[config.mk]
export PLATFORM = sky130hd
export DESIGN_NAME = irq_capture_4ch
export DESIGN_NICKNAME = d
export VERILOG_FILES = /design/src/rtl/irq_capture_pkg.sv /design/src/rtl/sync_edge_detect.sv /design/src/rtl/irq_capture_4ch.sv
export SDC_FILE = /design/constraint.sdc
export NUM_CORES = 1
export LEC_CHECK = 0
export BUFFER_PORTS_ARGS = -buffer_cell sky130_fd_sc_hd__buf_4
export CORE_MARGIN = 1
export CORE_UTILIZATION = 36
export DETAILED_ROUTE_END_ITERATION = 12
export GPL_TIMING_DRIVEN = 1
export HOLD_SLACK_MARGIN = 0.02
export SLEW_MARGIN = 20
export SYNTH_ARGS = -nofsm -noshare
export SYNTH_HDL_FRONTEND = slang
export SYNTH_SLANG_ARGS = --single-unit
export TNS_END_PERCENT = 50
[constraint.sdc]
create_clock -name clk -period 3.3 [get_ports clk]
set_input_delay 0 -clock clk [delete_from_list [all_inputs] [get_ports clk]]
set_output_delay 0 -clock clk [all_outputs]
set_load 0.05 [all_outputs]
[src/rtl/irq_capture_pkg.sv]
// Shared constants, FSM state type and priority selection for irq_capture_4ch.
package irq_capture_pkg;

    localparam int CH_NUM = 4;
    localparam int CODE_W = 2;

    typedef enum logic {
        S_IDLE    = 1'b0,
        S_PRESENT = 1'b1
    } state_e;

    // Highest set index wins (3 > 2 > 1 > 0); all-zero input maps to 0, callers gate on non-zero.
    function automatic logic [CODE_W-1:0] prio_sel(input logic [CH_NUM-1:0] v);
        logic [CODE_W-1:0] r;
        if (v[3])      r = 2'd3;
        else if (v[2]) r = 2'd2;
        else if (v[1]) r = 2'd1;
        else           r = 2'd0;
        return r;
    endfunction

endpackage

[src/rtl/sync_edge_detect.sv]
// Multi-flop synchroniser per bit followed by a history flop; emits a one-cycle rising-edge pulse.
module sync_edge_detect #(
    parameter int WIDTH  = 4,
    parameter int STAGES = 2
) (
    input  logic             clk,
    input  logic             rst_n,
    input  logic [WIDTH-1:0] din,
    output logic [WIDTH-1:0] rise
);

    logic [STAGES-1:0][WIDTH-1:0] sync_q, sync_d;
    logic [WIDTH-1:0]             hist_q, hist_d;

    // Shift the asynchronous input down the chain; history holds the previous synchronised value.
    always_comb begin
        sync_d    = sync_q;
        sync_d[0] = din;
        for (int s = 1; s < STAGES; s++) begin
            sync_d[s] = sync_q[s-1];
        end
        hist_d = sync_q[STAGES-1];
    end

    // Synchroniser and history registers.
    always_ff @(posedge clk or negedge rst_n) begin
        if (!rst_n) begin
            sync_q <= '0;
            hist_q <= '0;
        end else begin
            sync_q <= sync_d;
            hist_q <= hist_d;
        end
    end

    assign rise = sync_q[STAGES-1] & ~hist_q;

endmodule

[src/rtl/irq_capture_4ch.sv]
// Four-channel request capture: synchronise, edge-detect, hold sticky pending bits and
// deliver one event at a time, highest channel first, flagging lost events per channel.
//
// Handshake: out_valid/out_code describe the slot. A transfer happens on a rising clk edge
// where out_valid=1 and out_ready=1. While out_valid=1 and out_ready=0 the slot is held
// stable. out_valid never drops without a transfer (except on reset).
module irq_capture_4ch
    import irq_capture_pkg::*;
#(
    parameter int SYNC_STAGES = 2
) (
    input  logic       clk,
    input  logic       rst_n,
    input  logic [3:0] req_in,
    input  logic [3:0] mask,
    output logic       out_valid,
    input  logic       out_ready,
    output logic [1:0] out_code,
    output logic [3:0] pending,
    output logic [3:0] overflow,
    input  logic [3:0] ovf_clr,
    output logic       dbg_state
);

    state_e      state_q, state_d;
    logic [3:0]  pending_q, pending_d;
    logic [3:0]  overflow_q, overflow_d;
    logic [1:0]  code_q, code_d;

    logic [3:0]  rise;
    logic [3:0]  cap;
    logic [1:0]  sel;
    logic        any_pend;
    logic        accept;
    logic        load;
    logic [3:0]  clr_vec;

    sync_edge_detect #(
        .WIDTH  (CH_NUM),
        .STAGES (SYNC_STAGES)
    ) u_sync (
        .clk   (clk),
        .rst_n (rst_n),
        .din   (req_in),
        .rise  (rise)
    );

    assign cap      = rise & mask;
    assign sel      = prio_sel(pending_q);
    assign any_pend = (pending_q != 4'b0000);
    assign accept   = (state_q == S_PRESENT) && out_ready;

    // FSM state register.
    always_ff @(posedge clk or negedge rst_n) begin
        if (!rst_n) state_q <= S_IDLE;
        else        state_q <= state_d;
    end

    // FSM next state: fill an empty slot, empty it when accepted with nothing left pending.
    always_comb begin
        state_d = state_q;
        case (state_q)
            S_IDLE:    if (any_pend)            state_d = S_PRESENT;
            S_PRESENT: if (accept && !any_pend) state_d = S_IDLE;
            default:   state_d = S_IDLE;
        endcase
    end

    // FSM outputs: slot load, pending/overflow update and code capture.
    always_comb begin
        load       = any_pend && ((state_q == S_IDLE) || accept);
        clr_vec    = load ? (4'b0001 << sel) : 4'b0000;
        // A fresh capture beats the load clear, so a same-cycle event on sel stays pending.
        pending_d  = (pending_q & ~clr_vec) | cap;
        // An event is lost only if it hits a bit that remains pending after this cycle's load.
        overflow_d = (overflow_q & ~ovf_clr) | (cap & pending_q & ~clr_vec);
        code_d     = load ? sel : code_q;
    end

    // Datapath registers.
    always_ff @(posedge clk or negedge rst_n) begin
        if (!rst_n) begin
            pending_q  <= '0;
            overflow_q <= '0;
            code_q     <= '0;
        end else begin
            pending_q  <= pending_d;
            overflow_q <= overflow_d;
            code_q     <= code_d;
        end
    end

    assign out_valid = (state_q == S_PRESENT);
    assign out_code  = code_q;
    assign pending   = pending_q;
    assign overflow  = overflow_q;
    assign dbg_state = state_q;

endmodule

==> reports/results.ini, run 1 <==
[synthesis]
synth_warnings=0
synth-xor-area-share_pct=0
synthSimpleGateAreaFrac_pct=8.86
yosys.cell_count.top_type=dfrtp_1
synth_top_area_share_pct=72.8
synth-compound-area-share_pct=11.9
syn-instance-count=56
synth_nets=71
synth-async-reset-ratio_pct=100
syn_avg_cell_area_um2=14.1
syn-cell-area_um2=791
synth_common_cells=23 x dfrtp_1, 6 x inv_1, 5 x nand2_1, 5 x nand3b_1, 4 x o22ai_1
netlist_top_cells_area=dfrtp_1 73%, nand3b_1 4.7%, o41ai_4 3.5%
synth_edf_count=0
yosys.area_share.adder_pct=0
yosysTopAreaCell=dfrtp_1
yosys.cell_types.count=15
synth_mux_area_share_pct=1.27
synth_top_family_by_area=compound AO/OA/AOI/OAI gates
ys_seq_area_share_pct=72.8
synthFlopType=dfrtp_1
ys_ff_latch=23

[place]
place.gp.congestion=0.645
io_buffers=26
hpwl_um=822

[worst_setup_path]
path_cells=nor2b_1 > o21ai_1 > o22ai_1 > dlygate4sd3_1
slowest_delay_ns=0.61
cp.arrival_ns=2.17
critPathTopFamily=simple AND/OR/NAND/NOR gates
cp_num_buf_inv=1
cp-start-kind=flip-flop
path_max_fanout=9
cpMaxStageDelayCell=nor2b_1
r2r_end=overflow[2]
reg2reg_slack_ns=1.37
worstSetupPathType=flip-flop to flip-flop
end_kind=flip-flop
r2r_cells=4
cp_data_required_time_ns=3.54
timing.rr.start=dbg_state

[sta]
min_period_over_period_pct=58.4
rsz0062_at_grt=false
max_slew_margin_pct=50.9
fin_hold_ws_ns=0.113
period_needed_ns=1.93
worst-slew-pin-transition_ns=0.734
drv_slew=0
max_freq_mhz=519
fin_tns_setup_ns=0
hold_viol=0
skew_ns=0.00135
setup_viol=0

[detailed_routing]
drt_first_pass_iters=3
drt_iter0_markers=9
drc=0
viasPerCell=4.41
vias=565
wire_per_inst_um=10.2
routed_wl_um=1310
ant_nets=0

[clock_tree]
numCtsBuffers=3
cts_max_level=1
cts_setup_buffers=0
ctsResizeCount=0
cts_buffer_depth=2
clockRootBuffer=clkbuf_4
cts_sinks=23
cts_tree=done
insertion_delay_ns=0.29
clk_pin_slew_worst_paths_ns=0.11

[floorplan]
num_io_pins=27
die_height_um=48.9
core_area_um2=2020
initial_core_util_pct=39.1
die_w_um=48.9
die_area_um2=2390
fp-row-count=16

[final_layout]
area_growth_pct=51.6
diodes=0
final_core_util_pct=59.3
layout.nets=117
drive_gt1_share_pct=31.7
nFillCells=170

[pwr]
p_leak_nw=0.578
vdd_drop_max_v=0.000347
powerDensity_nw_per_um2=555

[global_route]
grt_pass1_vias=561
grtUsageTotal_pct=13.0
grt_overflow=0
antenna_found_initial=0
grt_start_max_net_pins=24
grt_pass1_wl_um=2330

[min_path]
min_path_type=input port to asynchronous set/reset pin

[flow_run]
maxCapViolations=0

[status]
status=finished, final reports clean

-- flip-flops by register name (all words and copies together) (netlist names) --
signal         flops
u_sync.hist_q      4
u_sync.hist_d      4
u_sync.sync_d      4
overflow           4
dbg_state          1
out_code           2
pending            4
-- metal layers --
metal  GRT usage [%]  part of all wire, %  up-vias  wire length, um
met5               0                    0        -                0
met4            5.88                 0.99        0               13
met3            2.80                  3.8        2               50
met2            22.7                   52       16              675
met1            15.4                   43      267              568
li1                -                    -      280                -
-- layout by cell type, fill, tap and decap left out, drive strengths merged --
master / count
o22ai: 4
clkbuf: 3
dfrtp: 23
nand3b: 5
buf: 26
clkinv: 1
nand2: 5
o21ai: 4
dlygate4sd3: 17
nor2b: 1
nor2: 2
inv: 6
o31ai: 1
mux2i: 1
o41ai: 1
a2bb2oi: 1
-- cell type report --
cell class	instances	area, um^2	area share (%)
Multi-Input combinational cell	25	174	14.5
Sequential cell	23	576	48.0
Inverter	6	22.5	1.88
Tap cell	27	33.8	2.82
Clock buffer	3	22.5	1.88
Timing Repair Buffer	43	365	30.5
Clock inverter	1	5.00	0.418
-- logic make-up after synthesis --
logic type | count (synthesis)
multiplexers | 1
buffers and inverters | 8
AO/OA/AOI/OAI | 11
AND/OR/NAND/NOR | 13
flip-flops | 23
-- metrics by stage --
| stage | power [mW] | instances | area, um^2 | worst slack, ns |
|---|---|---|---|---|
| 6_report | 0.666 | 128 | 1200 | 1.37 |
| 5_1_grt | 0.706 | 128 | 1200 | 1.20 |
| 4_1_cts | 0.681 | 128 | 1200 | 1.38 |
| 3_5_place_dp | 0.537 | 107 | 1000 | 1.91 |
| 3_3_place_gp | 0.533 | 107 | 1000 | 1.96 |
| 2_1_floorplan | 0.475 | 56 | 791 | 1.94 |
-- worst register-to-register path, cell delays in order, from the launching register on --
cell,delay [ns]
dfrtp_1,0.38
nor2b_1,0.61
o21ai_1,0.18
o22ai_1,0.13
dlygate4sd3_1,0.57
-- power breakdown --
group | internal [mW] | switching [mW] | leakage [nW]
Clock | 0.0451 | 0.0754 | 0.0177
Sequential | 0.311 | 0.0261 | 0.279
Combinational | 0.0785 | 0.129 | 0.282
Total | 0.435 | 0.231 | 0.578
-- how the worst max path moves through the flow --
stage | depth (start not counted) | end | start | slack [ns]
after detailed placement | 3 | out_code[0] | dbg_state | 1.91
after CTS | 4 | overflow[2] | dbg_state | 1.38
after floorplan | 4 | out_code[0] | dbg_state | 1.94
final | 4 | overflow[2] | dbg_state | 1.37
after global routing | 4 | overflow[2] | dbg_state | 1.20
after global placement | 3 | out_code[0] | dbg_state | 1.96
-- repair_timing --
action / 4_1_cts / 5_1_grt
hold buffers: 17 / 0
hold endpoints to repair: 35 / 0
setup endpoints to repair: 0 / 0
No activity file was read; power rests on OpenSTA's default activity.
==> run 2: changes to the inputs <==
- clock period: 3.3 -> 1.65 ns (I/O delays scaled with it)
==> run 2 against run 1 <==
Compared with the run above: worst setup slack worse by 1.2 ns; clock power is 100% higher; sequential share of layout area is 0.46 points higher; register-to-register slack worse by 1.2 ns; routed wire length is 1.5% higher; non-clock buffer count is 1 lower; core utilization is 0.56 points lower; global-route usage stayed put; critical path depth is 1 higher; critical endpoint is now overflow[3]; largest cell class unchanged; highest routed layer unchanged.
==> reports/results.ini, run 2 (synthesis gave the netlist of run 1 again) <==
[floorplan]
fp-row-count=16
die_w_um=48.9
num_io_pins=27
initial_core_util_pct=39.1
die_area_um2=2390
die_height_um=48.9
core_area_um2=2020

[detailed_routing]
viasPerCell=4.45
wire_per_inst_um=10.4
routed_wl_um=1330
wl_met2_um=717
ant_nets=0
wl_met1_um=535
drt_first_pass_iters=2
drc=0
met3_length_um=61
top_layer=met4
drt_iter0_markers=8
vias=565

[status]
status=finished, final reports clean

[clock_tree]
insertion_delay_ns=0.30
clockRootBuffer=clkbuf_4
clk_pin_slew_worst_paths_ns=0.12
cts_buffer_depth=2
cts_tree=done
numCtsBuffers=3
cts_max_level=1
cts_sinks=23

[sta]
hold_viol=0
drv_slew=0
setup_viol=0
min_period_over_period_pct=92.0
max_slew_margin_pct=79.5
period_needed_ns=1.52
rsz0062_at_grt=false
setup_ws_ns=0.132
max_freq_mhz=659
skew_ns=0.0118
fin_tns_setup_ns=0
worst-slew-pin-transition_ns=0.308

[worst_setup_path]
timing.rr.start=dbg_state
worstSetupPathType=flip-flop to flip-flop
cp-start-kind=flip-flop
r2r_cells=5
r2r_end=overflow[3]
cp.arrival_ns=1.72
critPathTopFamily=buffers and inverters
path_cells=nor2b_1 > buf_4 > nand2_1 > o22ai_1 > dlygate4sd3_1
slowest_delay_ns=0.54
reg2reg_slack_ns=0.13
cpMaxStageDelayCell=dlygate4sd3_1
cp_data_required_time_ns=1.85
cp_num_buf_inv=2
cp.depth=5
end_kind=flip-flop
crit_start=dbg_state
crit_end=overflow[3]
path_max_fanout=9

[final_layout]
layout.nets=116
final_cell_mix=28 x buf_4, 23 x dfrtp_1, 14 x dlygate4sd3_1
final_common_cell=buf_4
nFillCells=183
diodes=0
drive_gt1_share_pct=35.0
area_growth_pct=50.2
final_cells=127

[place]
dp_worst_setup_slack_ns=0.508
hpwl_um=875
place.gp.congestion=0.658
io_buffers=26
dpl.cell_count=108

[global_route]
grt_overflow=0
grt_pass1_vias=540
grt_pass1_wl_um=2300
grt_start_max_net_pins=24
grtUsageTotal_pct=13.0
antenna_found_initial=0

[flow_run]
maxCapViolations=0

[pwr]
power_mw=1.34
powerDensity_nw_per_um2=1130
vdd_drop_max_v=0.000627
p_leak_nw=0.568

[min_path]
min_path_type=input port to asynchronous set/reset pin

-- run 2: final cells by class --
class	count	area, um^2	share of cell area, %
repair buffers	42	350	29.5
clock buffers	3	22.5	1.90
flip-flops and latches	23	576	48.5
clock inverters	1	5.00	0.421
multi-input cells	25	178	15.0
inverters	6	22.5	1.90
well taps	27	33.8	2.85
-- run 2: worst reg2reg max path: stages, from the launching register on --
cell and delay [ns]:
dfrtp_1 0.41, nor2b_1 0.13, buf_4 0.17, nand2_1 0.09, o22ai_1 0.08, dlygate4sd3_1 0.54
-- run 2: timing repair --
item                                   4_1_cts  5_1_grt
resized for setup                            0        1
hold buffers                                15        0
setup endpoints to repair                    0        1
endpoints found under the hold margin       35        0
buffers inserted                             0        1
-- run 2: through the flow --
| stage | cell area, um^2 | hold slack, ns | utilization, % |
|---|---|---|---|
| after floorplan | 791 | -0.296 | - |
| after global placement | 1010 | -0.0955 | 49.9 |
| after detailed placement | 1010 | -0.0937 | 49.9 |
| after CTS | 1190 | 0.0997 | 58.7 |
| after global routing | 1190 | 0.105 | 58.7 |
| final | 1190 | 0.104 | 58.7 |
-- run 2: worst min-delay path by stage --
stage,end,slack [ns],cells past startpoint
after floorplan,dbg_state,-0.30,0
after global placement,pending[3],-0.1,1
after detailed placement,pending[3],-0.09,1
after CTS,pending[3],0.1,2
after global routing,pending[3],0.11,2
final,pending[3],0.10,2
-- run 2: where the power goes --
| part | total, mW | internal, mW | switching, mW |
|---|---|---|---|
| Sequential | 0.675 | 0.622 | 0.0532 |
| Combinational | 0.423 | 0.162 | 0.261 |
| Clock | 0.245 | 0.0903 | 0.155 |
-- run 2: metal layers --
| metal | track usage, % | vias up |
|---|---|---|
| met5 | 0 | - |
| met4 | 7.35 | 0 |
| met3 | 2.80 | 2 |
| met2 | 22.7 | 16 |
| met1 | 14.8 | 272 |
| li1 | - | 275 |
==> run 3: changes to the inputs <==
- REMOVE_ABC_BUFFERS: default -> 1
- SYNTH_HIERARCHICAL: default -> 1
==> run 3 against run 2 <==
Compared with the run above: sequential power barely moved; first-iteration DRC count fell by 88%; synthesized area rose by 4.4%; clock skew fell by 0.011 ns.
==> reports/results.ini, run 3 <==
[status]
status=finished, final reports clean

[worst_setup_path]
worstSetupPathType=flip-flop to flip-flop
timing.rr.start=dbg_state
cp.arrival_ns=1.77
cp-start-kind=flip-flop
reg2reg_slack_ns=0.07
end_kind=flip-flop
path_max_fanout=9
cp_data_required_time_ns=1.84
crit_start=dbg_state

[pwr]
p_leak_nw=0.594
powerDensity_nw_per_um2=1090
power_mw=1.34
vdd_drop_max_v=0.000626

[final_layout]
layout.nets=120
regArea_um2=576
area_growth_pct=48.2
final_cell_mix=27 x buf_4, 23 x dfrtp_1, 15 x dlygate4sd3_1
drive_gt1_share_pct=35.6
fin_area_um2=1220
diodes=0
multi_input_area_um2=220
final_common_cell=buf_4
nFillCells=175

[sta]
drv_slew=0
skew_ns=0.000773
max_slew_margin_pct=78.6
worst-slew-pin-transition_ns=0.321
fin_tns_setup_ns=0
hold_viol=0
period_needed_ns=1.58
max_freq_mhz=633
rsz0062_at_grt=false
min_period_over_period_pct=95.8
setup_ws_ns=0.0699
setup_viol=0
fin_hold_ws_ns=0.122

[global_route]
grtUsageTotal_pct=13.8
grt_pass1_wl_um=2530
antenna_found_initial=0
use_met1_pct=14.3
grt_overflow=0
met3_usage_pct=2.16
grt_start_max_net_pins=24
grtUsageMet2_pct=26.1
grt_busiest_layer=met2
grt_pass1_vias=629

[detailed_routing]
routed_wl_um=1480
wire_per_inst_um=11.3
vias=584
drt_iter0_markers=1
ant_nets=0
drc=0
viasPerCell=4.46
drt_first_pass_iters=3

[flow_run]
maxCapViolations=0

[floorplan]
core_area_um2=2060
die_w_um=49.9
die_height_um=49.9
die_area_um2=2490
fp-row-count=16
num_io_pins=27
initial_core_util_pct=40.0

[synthesis]
ys_ff_latch=23
synth_edf_count=0
ys_seq_area_share_pct=69.7
syn-instance-count=60
syn-cell-area_um2=826
syn_avg_cell_area_um2=13.8
yosys.cell_count.top_type=dfrtp_1
synthFlopType=dfrtp_1
yosys.cell_types.count=15
synth_top_area_share_pct=69.7
netlist_top_cells_area=dfrtp_1 70%, nor2b_4 6.7%, nand2_1 4.5%
synth-async-reset-ratio_pct=100
synth_common_cells=23 x dfrtp_1, 10 x nand2_1, 4 x inv_1, 4 x nor2b_4, 4 x o22ai_1
synth_warnings=6
yosysTopAreaCell=dfrtp_1

[place]
io_buffers=26
dp_worst_setup_slack_ns=0.519
dpl-instance-area_um2=1040
place.gp.congestion=0.691
hpwl_um=929

[clock_tree]
numCtsBuffers=3
cts_buffer_depth=2
cts_setup_buffers=0
cts_max_level=1
cts_tree=done
cts_sinks=23
insertion_delay_ns=0.29
clk_pin_slew_worst_paths_ns=0.12
clockRootBuffer=clkbuf_4

[min_path]
min_path_type=input port to asynchronous set/reset pin

run 3: cell types whose count changed after synthesis:
cell,change
a2bb2oi_1,-1
mux2i_1,-1
nor2_1,+1
nor2b_4,+4
inv_1,-2
nand3b_1,-4
nor2b_1,+1
nand2_1,+5
o21bai_1,+1
run 3: through the flow:
step                utilization, %  std cells
finish                        59.3        131
global route                  59.3        131
CTS                           59.2        131
detailed placement            50.6        112
global placement              50.6        112
floorplan                        -         58
run 3: final timing paths:
| kind | to | depth (start not counted) |
|---|---|---|
| setup / recovery | overflow[2] | 5 |
| hold / removal | pending[2] | 2 |
| setup reg to reg | overflow[2] | 5 |
| hold reg to reg | u_sync/hist_d[1] | 0 |
| max in group asynchronous | pending[3] | 2 |
| min in group clk | out_code[1] | 4 |
run 3: worst max-delay path: stages, from the launching register on:
cell           delay, ns
dfrtp_1             0.40
nor2b_1             0.14
buf_4               0.16
o21ai_2             0.14
o22ai_1             0.08
dlygate4sd3_1       0.56
run 3: power by group:
group	switching, mW	total (mW)	internal [mW]
Sequential	0.0553	0.677	0.622
Clock	0.152	0.246	0.0940
Combinational	0.258	0.416	0.158
run 3: cell families after synthesis:
| group | after synthesis | synth area share, % |
|---|---|---|
| AOI/OAI and AO/OA | 11 | 11.2 |
| buffers and inverters | 6 | 4.09 |
| DFF | 23 | 69.7 |
| and+or+nand+nor | 20 | 15.0 |
run 3: cell type report:
cell class	count	share of cell area (%)
Tap cell	27	2.76
Inverter	4	1.23
Multi-Input combinational cell	31	18.0
Clock buffer	4	2.15
Sequential cell	23	47.0
Timing Repair Buffer	42	28.8
run 3: metal layers:
metal  vias to the layer above  wire length (um)
li1                        282                 -
met5                         -                 0
met4                         0                 9
met2                        19               816
met3                         2                69
met1                       281               580
run 3: timing repair:
item                       4_1_cts  5_1_grt
hold buffers                    15        0
setup endpoints to repair        0        1
hold endpoints to repair        35        0
resized for setup                0        1
